$ cat config.mk
export PLATFORM = sky130hd
export DESIGN_NAME = node_split_commit
export DESIGN_NICKNAME = d
export VERILOG_FILES = /design/src/rtl/node_split_commit_pkg.sv /design/src/rtl/node_split_gene_former.sv /design/src/rtl/node_split_commit.sv
export SDC_FILE = /design/constraint.sdc
export NUM_CORES = 1
export LEC_CHECK = 0
export ABC_AREA = 1
export BUFFER_PORTS_ARGS = -buffer_cell sky130_fd_sc_hd__buf_2
export CORE_ASPECT_RATIO = 0.6
export CORE_UTILIZATION = 48
export CTS_CLUSTER_SIZE = 10
export DETAILED_ROUTE_END_ITERATION = 8
export GPL_TIMING_DRIVEN = 0
export PLACE_DENSITY_LB_ADDON = 0.1
export SLEW_MARGIN = 10
export SYNTH_ARGS = -nofsm -noshare
export SYNTH_HDL_FRONTEND = slang
export SYNTH_SLANG_ARGS = --single-unit
$ cat constraint.sdc
create_clock -name clk -period 1.9 [get_ports clk]
set_input_delay 0.19 -clock clk [delete_from_list [all_inputs] [get_ports clk]]
set_output_delay 0.19 -clock clk [all_outputs]
set_load 0.005 [all_outputs]
$ cat src/rtl/node_split_commit_pkg.sv
`default_nettype none
// ============================================================================
// Module      : node_split_commit_pkg
// Description : Shared definitions for the node-split commit block. Holds the
//               default gene/attribute widths, the identifier and attribute
//               constants, the field index map of a gene, the error codes and
//               the FSM state encoding.
// Revision    : 1.0 - initial release
// ============================================================================
package node_split_commit_pkg;

    // Default geometry: eight ATTR_SZ-wide fields per gene
    localparam int C_GENE_SZ = 64;
    localparam int C_ATTR_SZ = 8;

    // Identifier field values and the default attribute value
    localparam logic [7:0] C_ID_NODE      = 8'h00;
    localparam logic [7:0] C_ID_CONN      = 8'h80;
    localparam logic [7:0] C_ATTR_DEFAULT = 8'h01;

    // Field index, counted from the least significant field upwards
    localparam int C_FLD_F0     = 0;
    localparam int C_FLD_F1     = 1;
    localparam int C_FLD_ENABLE = 2;   // f2
    localparam int C_FLD_WEIGHT = 3;   // f3
    localparam int C_FLD_DEST   = 4;   // f4
    localparam int C_FLD_SRC    = 5;   // f5
    localparam int C_FLD_IDENT  = 6;
    localparam int C_FLD_GENOME = 7;

    // Rejection codes reported on err_code
    localparam logic [1:0] C_ERR_NONE     = 2'b00;
    localparam logic [1:0] C_ERR_NOT_CONN = 2'b01;
    localparam logic [1:0] C_ERR_NID_OVF  = 2'b10;
    localparam logic [1:0] C_ERR_MEM_FULL = 2'b11;

    typedef enum logic [2:0] {
        ST_IDLE     = 3'd0,
        ST_DISABLE  = 3'd1,
        ST_WR_NODE  = 3'd2,
        ST_WR_CONN1 = 3'd3,
        ST_WR_CONN2 = 3'd4,
        ST_DONE     = 3'd5
    } state_t;

endpackage
`default_nettype wire

$ cat src/rtl/node_split_gene_former.sv
`default_nettype none
// ============================================================================
// Module      : node_split_gene_former
// Description : Combinational former of the four genes written by a node
//               split. For the selected write state it produces the target
//               address and the gene to store there.
// Ports       : sel       - write state whose gene is to be formed
//               gene      - original connection gene being split
//               gene_addr - memory address of the original gene
//               tail      - first free gene address
//               nid       - identifier of the new node
//               wr_addr   - formed write address
//               wr_data   - formed write data
// Revision    : 1.0 - initial release
// ============================================================================
module node_split_gene_former
    import node_split_commit_pkg::*;
#(
    parameter int GENE_SZ = C_GENE_SZ,
    parameter int ATTR_SZ = C_ATTR_SZ,
    parameter int ADDR_W  = 8
)(
    input  state_t              sel,
    input  logic [GENE_SZ-1:0]  gene,
    input  logic [ADDR_W-1:0]   gene_addr,
    input  logic [ADDR_W-1:0]   tail,
    input  logic [ATTR_SZ-1:0]  nid,
    output logic [ADDR_W-1:0]   wr_addr,
    output logic [GENE_SZ-1:0]  wr_data
);

    localparam logic [ATTR_SZ-1:0] C_A_NODE = ATTR_SZ'(C_ID_NODE);
    localparam logic [ATTR_SZ-1:0] C_A_CONN = ATTR_SZ'(C_ID_CONN);
    localparam logic [ATTR_SZ-1:0] C_A_DEF  = ATTR_SZ'(C_ATTR_DEFAULT);
    localparam logic [ATTR_SZ-1:0] C_A_ZERO = '0;

    logic [ATTR_SZ-1:0] w_genome;
    logic [ATTR_SZ-1:0] w_src;
    logic [ATTR_SZ-1:0] w_dest;
    logic [ATTR_SZ-1:0] w_weight;
    logic [ATTR_SZ-1:0] w_f1;
    logic [ATTR_SZ-1:0] w_f0;
    logic [GENE_SZ-1:0] w_disabled;

    assign w_genome = gene[C_FLD_GENOME*ATTR_SZ +: ATTR_SZ];
    assign w_src    = gene[C_FLD_SRC*ATTR_SZ    +: ATTR_SZ];
    assign w_dest   = gene[C_FLD_DEST*ATTR_SZ   +: ATTR_SZ];
    assign w_weight = gene[C_FLD_WEIGHT*ATTR_SZ +: ATTR_SZ];
    assign w_f1     = gene[C_FLD_F1*ATTR_SZ     +: ATTR_SZ];
    assign w_f0     = gene[C_FLD_F0*ATTR_SZ     +: ATTR_SZ];

    // Original gene with only its enable field cleared
    always_comb begin
        w_disabled = gene;
        w_disabled[C_FLD_ENABLE*ATTR_SZ +: ATTR_SZ] = C_A_ZERO;
    end

    always_comb begin
        wr_addr = '0;
        wr_data = '0;
        case (sel)
            ST_DISABLE: begin
                wr_addr = gene_addr;
                wr_data = w_disabled;
            end
            ST_WR_NODE: begin
                wr_addr = tail;
                wr_data = GENE_SZ'({w_genome, C_A_NODE, nid, C_A_ZERO,
                                    C_A_DEF, C_A_DEF, C_A_DEF, C_A_DEF});
            end
            ST_WR_CONN1: begin
                // src -> new node, weight 1, enabled
                wr_addr = tail + ADDR_W'(1);
                wr_data = GENE_SZ'({w_genome, C_A_CONN, w_src, nid,
                                    C_A_DEF, C_A_DEF, C_A_ZERO, C_A_ZERO});
            end
            ST_WR_CONN2: begin
                // new node -> dest, inherits the original weight and f1/f0
                wr_addr = tail + ADDR_W'(2);
                wr_data = GENE_SZ'({w_genome, C_A_CONN, nid, w_dest,
                                    w_weight, C_A_DEF, w_f1, w_f0});
            end
            default: begin
                wr_addr = '0;
                wr_data = '0;
            end
        endcase
    end

endmodule
`default_nettype wire

$ cat src/rtl/node_split_commit.sv
`default_nettype none
// ============================================================================
// Module      : node_split_commit
// Description : Splits a connection gene by inserting a new node. The original
//               connection is disabled in place, then a node gene and two new
//               connection genes are appended at the tail of gene memory.
//               Checks are made at acceptance; a rejected gene leaves all
//               state untouched and raises err for one cycle.
// Ports       : clk, rst_n               - clock, synchronous active-low reset
//               init_load/_max_node_id/_tail - load node id and tail (IDLE only)
//               in_valid/in_ready/in_gene/in_addr - gene offer handshake
//               wr_en/wr_ready/wr_addr/wr_data    - gene memory write port
//               done, err, err_code      - completion / rejection pulses
//               max_node_id, tail        - current node id and free address
// Revision    : 1.0 - initial release
// ============================================================================
module node_split_commit
    import node_split_commit_pkg::*;
#(
    parameter int GENE_SZ = C_GENE_SZ,
    parameter int ATTR_SZ = C_ATTR_SZ,
    parameter int ADDR_W  = 8
)(
    input  logic                clk,
    input  logic                rst_n,
    input  logic                init_load,
    input  logic [ATTR_SZ-1:0]  init_max_node_id,
    input  logic [ADDR_W-1:0]   init_tail,
    input  logic                in_valid,
    output logic                in_ready,
    input  logic [GENE_SZ-1:0]  in_gene,
    input  logic [ADDR_W-1:0]   in_addr,
    output logic                wr_en,
    input  logic                wr_ready,
    output logic [ADDR_W-1:0]   wr_addr,
    output logic [GENE_SZ-1:0]  wr_data,
    output logic                done,
    output logic                err,
    output logic [1:0]          err_code,
    output logic [ATTR_SZ-1:0]  max_node_id,
    output logic [ADDR_W-1:0]   tail
);

    // Highest tail that still leaves room for three appended genes
    localparam logic [ADDR_W-1:0] C_TAIL_LIM = {ADDR_W{1'b1}} - ADDR_W'(2);
    localparam int                C_IDENT_MSB = C_FLD_IDENT*ATTR_SZ + ATTR_SZ - 1;

    state_t             r_state;
    logic [GENE_SZ-1:0] r_gene;
    logic [ADDR_W-1:0]  r_gene_addr;
    logic [ATTR_SZ-1:0] r_nid;
    logic [ATTR_SZ-1:0] r_max_node_id;
    logic [ADDR_W-1:0]  r_tail;
    logic               r_wr_en;
    logic [ADDR_W-1:0]  r_wr_addr;
    logic [GENE_SZ-1:0] r_wr_data;
    logic               r_done;
    logic               r_err;
    logic [1:0]         r_err_code;

    logic               w_in_ready;
    logic [ATTR_SZ-1:0] w_nid_next;
    logic [1:0]         w_chk_code;
    state_t             w_form_sel;
    logic [GENE_SZ-1:0] w_form_gene;
    logic [ADDR_W-1:0]  w_form_gene_addr;
    logic [ATTR_SZ-1:0] w_form_nid;
    logic [ADDR_W-1:0]  w_form_addr;
    logic [GENE_SZ-1:0] w_form_data;

    assign w_in_ready = (r_state == ST_IDLE) && !init_load;
    assign w_nid_next = r_max_node_id + ATTR_SZ'(1);

    // Acceptance checks in priority order, evaluated on the offered gene
    always_comb begin
        w_chk_code = C_ERR_NONE;
        if (!in_gene[C_IDENT_MSB]) begin
            w_chk_code = C_ERR_NOT_CONN;
        end else if (&r_max_node_id) begin
            w_chk_code = C_ERR_NID_OVF;
        end else if (r_tail > C_TAIL_LIM) begin
            w_chk_code = C_ERR_MEM_FULL;
        end
    end

    // The former is asked for the gene of the state being entered next so
    // that wr_addr/wr_data are registered together with the state. In IDLE
    // the gene is not yet captured, so the live inputs are used.
    always_comb begin
        w_form_sel       = ST_IDLE;
        w_form_gene      = r_gene;
        w_form_gene_addr = r_gene_addr;
        w_form_nid       = r_nid;
        case (r_state)
            ST_IDLE: begin
                w_form_sel       = ST_DISABLE;
                w_form_gene      = in_gene;
                w_form_gene_addr = in_addr;
                w_form_nid       = w_nid_next;
            end
            ST_DISABLE:  w_form_sel = ST_WR_NODE;
            ST_WR_NODE:  w_form_sel = ST_WR_CONN1;
            ST_WR_CONN1: w_form_sel = ST_WR_CONN2;
            default:     w_form_sel = ST_IDLE;
        endcase
    end

    node_split_gene_former #(
        .GENE_SZ (GENE_SZ),
        .ATTR_SZ (ATTR_SZ),
        .ADDR_W  (ADDR_W)
    ) u_former (
        .sel       (w_form_sel),
        .gene      (w_form_gene),
        .gene_addr (w_form_gene_addr),
        .tail      (r_tail),
        .nid       (w_form_nid),
        .wr_addr   (w_form_addr),
        .wr_data   (w_form_data)
    );

    always_ff @(posedge clk) begin
        if (!rst_n) begin
            r_state       <= ST_IDLE;
            r_gene        <= '0;
            r_gene_addr   <= '0;
            r_nid         <= '0;
            r_max_node_id <= '0;
            r_tail        <= '0;
            r_wr_en       <= 1'b0;
            r_wr_addr     <= '0;
            r_wr_data     <= '0;
            r_done        <= 1'b0;
            r_err         <= 1'b0;
            r_err_code    <= C_ERR_NONE;
        end else begin
            r_done <= 1'b0;
            r_err  <= 1'b0;
            case (r_state)
                ST_IDLE: begin
                    if (init_load) begin
                        r_max_node_id <= init_max_node_id;
                        r_tail        <= init_tail;
                    end else if (in_valid) begin
                        r_gene      <= in_gene;
                        r_gene_addr <= in_addr;
                        r_nid       <= w_nid_next;
                        if (w_chk_code != C_ERR_NONE) begin
                            r_err      <= 1'b1;
                            r_err_code <= w_chk_code;
                        end else begin
                            r_state   <= ST_DISABLE;
                            r_wr_en   <= 1'b1;
                            r_wr_addr <= w_form_addr;
                            r_wr_data <= w_form_data;
                        end
                    end
                end
                ST_DISABLE, ST_WR_NODE, ST_WR_CONN1: begin
                    // Address/data only move once the current write is taken
                    if (wr_ready) begin
                        r_state   <= w_form_sel;
                        r_wr_addr <= w_form_addr;
                        r_wr_data <= w_form_data;
                    end
                end
                ST_WR_CONN2: begin
                    if (wr_ready) begin
                        r_state <= ST_DONE;
                        r_wr_en <= 1'b0;
                        r_done  <= 1'b1;
                    end
                end
                ST_DONE: begin
                    r_max_node_id <= r_nid;
                    r_tail        <= r_tail + ADDR_W'(3);
                    r_state       <= ST_IDLE;
                end
                default: begin
                    r_state <= ST_IDLE;
                    r_wr_en <= 1'b0;
                end
            endcase
        end
    end

    assign in_ready    = w_in_ready;
    assign wr_en       = r_wr_en;
    assign wr_addr     = r_wr_addr;
    assign wr_data     = r_wr_data;
    assign done        = r_done;
    assign err         = r_err;
    assign err_code    = r_err_code;
    assign max_node_id = r_max_node_id;
    assign tail        = r_tail;

endmodule
`default_nettype wire

==> summary.txt <==
Clock period minus worst slack - 1865 ps
Setup crit start kind - register
CP Data Required Time - 2220 ps
Slew @ Worst Pin - 601.3 ps
Placed insts - 1551
Nets - 1476
Filler cells - 1500
Syn_area_per_cell - 6.441 um^2
Final Instance Count excl. Fillers - 1594
Initial antenna violation count - 2
Die Wd - 163.8 um
Yosys warns - 0
Routed WL per cell - 15.27 um
Kind of critical path - register to register
# IOs - 187
Max Root-Sink Buffers - 2
First-pass DRT Iterations - 5
Grt met1 use - 46.11%
Crit share post-route - 98.15%
Leak Pwr - 4.929 nW
Met2 usage - 39.70%
Maxcap violations - 0
Cts bufs inserted - 17
CTS clk-pin slew, worst paths - 70 ps
RSZ-0062 raised after global routing - true
Starting Density - 49.21%
Setup_tns - 0 ps
Final Wtd Congestion - 0.9260
Maximum clock rate - 0.5362 GHz
Die Y - 99.10 um
Clock latency on the worst-skew pair - 430 ps
Most common flop cell mapped by yosys - dfxtp_1
PwrDens - 1696 nW/um^2
Num rows - 35
Area Overhead vs Synth - 26.19%
Outcome - finished, final reports clean
Drt total wl - 24.35 mm
EDFF count, synth - 0
Final Max Slew Viols - 0
H-Tree Depth - 4
Synth cell types - 38
Root Driver - clkbuf_16
Max VDD drop - 0.0007645 V
Die ar. - 16230 um^2
Starting DRT DRC Count - 1003
Seq/Total Area, Yosys - 38.49%
Detail Placement HPWL - 18.10 mm
M3 GR Usage - 8.465%
Post-synthesis cell count - 1171
Vias in the first global route - 6828
Remaining Overflow, GRT - 0
CTS sink count - 145
Layout cells sized above 1 - 22.95%
Port bufs - 171
WP data arrival - 2190 ps
Critical path fanouts, max - 10
Largest net degree at the start of global routing - 17
Tot GR Track Use - 29.68%
TritonCTS clock tree - built
Post-route ant nets - 0
Async set or reset register ratio after synthesis - 0%
Netlist Area Pre-Place - 7542 um^2
Detailed-route DRC error count - 0
Via-to-Cell Ratio - 5.045
Max-slew headroom - 59.91%
Core box area - 15330 um^2
First-pass GRT wire length - 36.73 mm
Synth Register Bits - 145
Critical path endpoint category - register
Count of final setup violators - 0
Vias - 8041
Final Hold Fails - 0
GRT Max-Usage Layer - met1
Worst clock skew - 13.06 ps
Tightest Hold Check Type - input port to register
[power by group]
part	switching (mW)	total [mW]	internal, mW
clock	1.49	3.37	1.89
combinational	5.07	8.12	3.05
sequential	0.604	4.65	4.04
total	7.17	16.1	8.98
[cell type report]
class,count,area (um^2),share of cell area (%)
antenna,1,2.502,0.02629
multi-input combinational,762,3557,37.37
buffer,77,521.8,5.482
clock inverter,14,147.6,1.551
timing repair buffer,181,950.9,9.991
clock buffer,18,439.2,4.614
tap,203,254.0,2.669
inverter,193,726.9,7.638
sequential,145,2918,30.66
[state kept, by name, summed over array words and instances (netlist names)]
signal / count
wr_data: 57
err: 1
r_nid: 8
wr_en: 1
tail: 8
r_gene: 48
err_code: 2
max_node_id: 8
wr_addr: 8
done: 1
r_state: 3
[stage by stage]
step	total power, mW	cell area (um^2)	setup slack [ps]	hold slack [ps]	utilization (%)
floorplan	9.519	7565	93.13	327.7	-
global placement	11.99	8675	-392.6	426.4	56.60
detailed placement	12.09	8675	-387.2	425.1	56.60
CTS	15.68	9360	0.03730	6.805	61.07
global route	17.28	9515	-39.67	19.81	62.08
finish	16.14	9518	35.09	12.87	62.10
[what timing repair did]
action	4_1_cts	5_1_grt
pin swaps	3	0
endpoints found under the hold margin	1	0
gates resized for setup	23	32
cloned	0	1
setup endpoints to repair	101	103
buffers inserted	3	5
hold buffers	1	0
[worst paths after layout]
check | start | cells after the start | to | slack [ps]
worst max register to register | max_node_id[0] | 11 | wr_data[4] | 40
worst max-delay path | max_node_id[0] | 11 | wr_data[4] | 40
worst min-delay path | in_gene[59] | 3 | r_gene[59] | 10
worst min register to register | r_gene[12] | 2 | r_gene[12] | 450
[metal layers]
layer  wire (um)  vias up
met4         186        4
li1            -     4047
met3        2642       26
met1       12180     3601
met2        9316      363
met5          27        -
[worst max-delay path: stages (launching register included)]
cell	delay (ps)
dfxtp_2	360
ha_1	220
nand2_2	110
nor2_2	50
nand2_2	120
nand3_4	90
nand2_4	110
nand3_4	120
clkbuf_16	200
buf_6	150
nor2_1	160
nor2_1	70
[Yosys cell counts (3+ instances only)]
library cell	instances	area share [%]
nand2_1	275	14
inv_1	173	8.6
nor2_1	169	8.4
dfxtp_1	145	38
o21ai_0	84	5.6
a21oi_1	67	4.4
nand3_1	35	2.3
o21ai_1	29	1.9
clkbuf_1	28	1.4
nand4_1	26	2.2
buf_4	18	1.8
inv_2	18	0.90
buf_2	17	1.1
a211oi_1	13	1.3
buf_6	11	1.6
a31oi_1	9	0.75
nor3_1	7	0.46
ha_1	6	1.0
nand2_2	6	0.50
xor2_1	4	0.46
buf_1	3	0.15
nor2_4	3	0.45
o21bai_1	3	0.30
o22a_1	3	0.35
o22ai_1	3	0.25
[cell usage in the layout, fill, tap and decap left out, drive strengths merged, types with 9 or more instances in the layout]
master  count
nand2     282
buf       224
inv       198
nor2      173
dfxtp     145
o21ai     113
a21oi      67
clkbuf     51
nand3      37
nand4      26
a211oi     13
a31oi       9
[cells by family (layout without fill, tap and decap cells)]
family	Yosys count	count (layout)	synth area share, %
AOI/OAI and AO/OA	215	215	15.31
adders and majority gates	6	6	0.9953
and+or+nand+nor	529	529	28.85
DFF	145	145	38.49
other	1	8	0.04972
xor gates and xnor gates	4	4	0.4645
buffers and inverters	270	483	15.71
muxes	1	1	0.1327
Power figures use the tool's default switching activity.
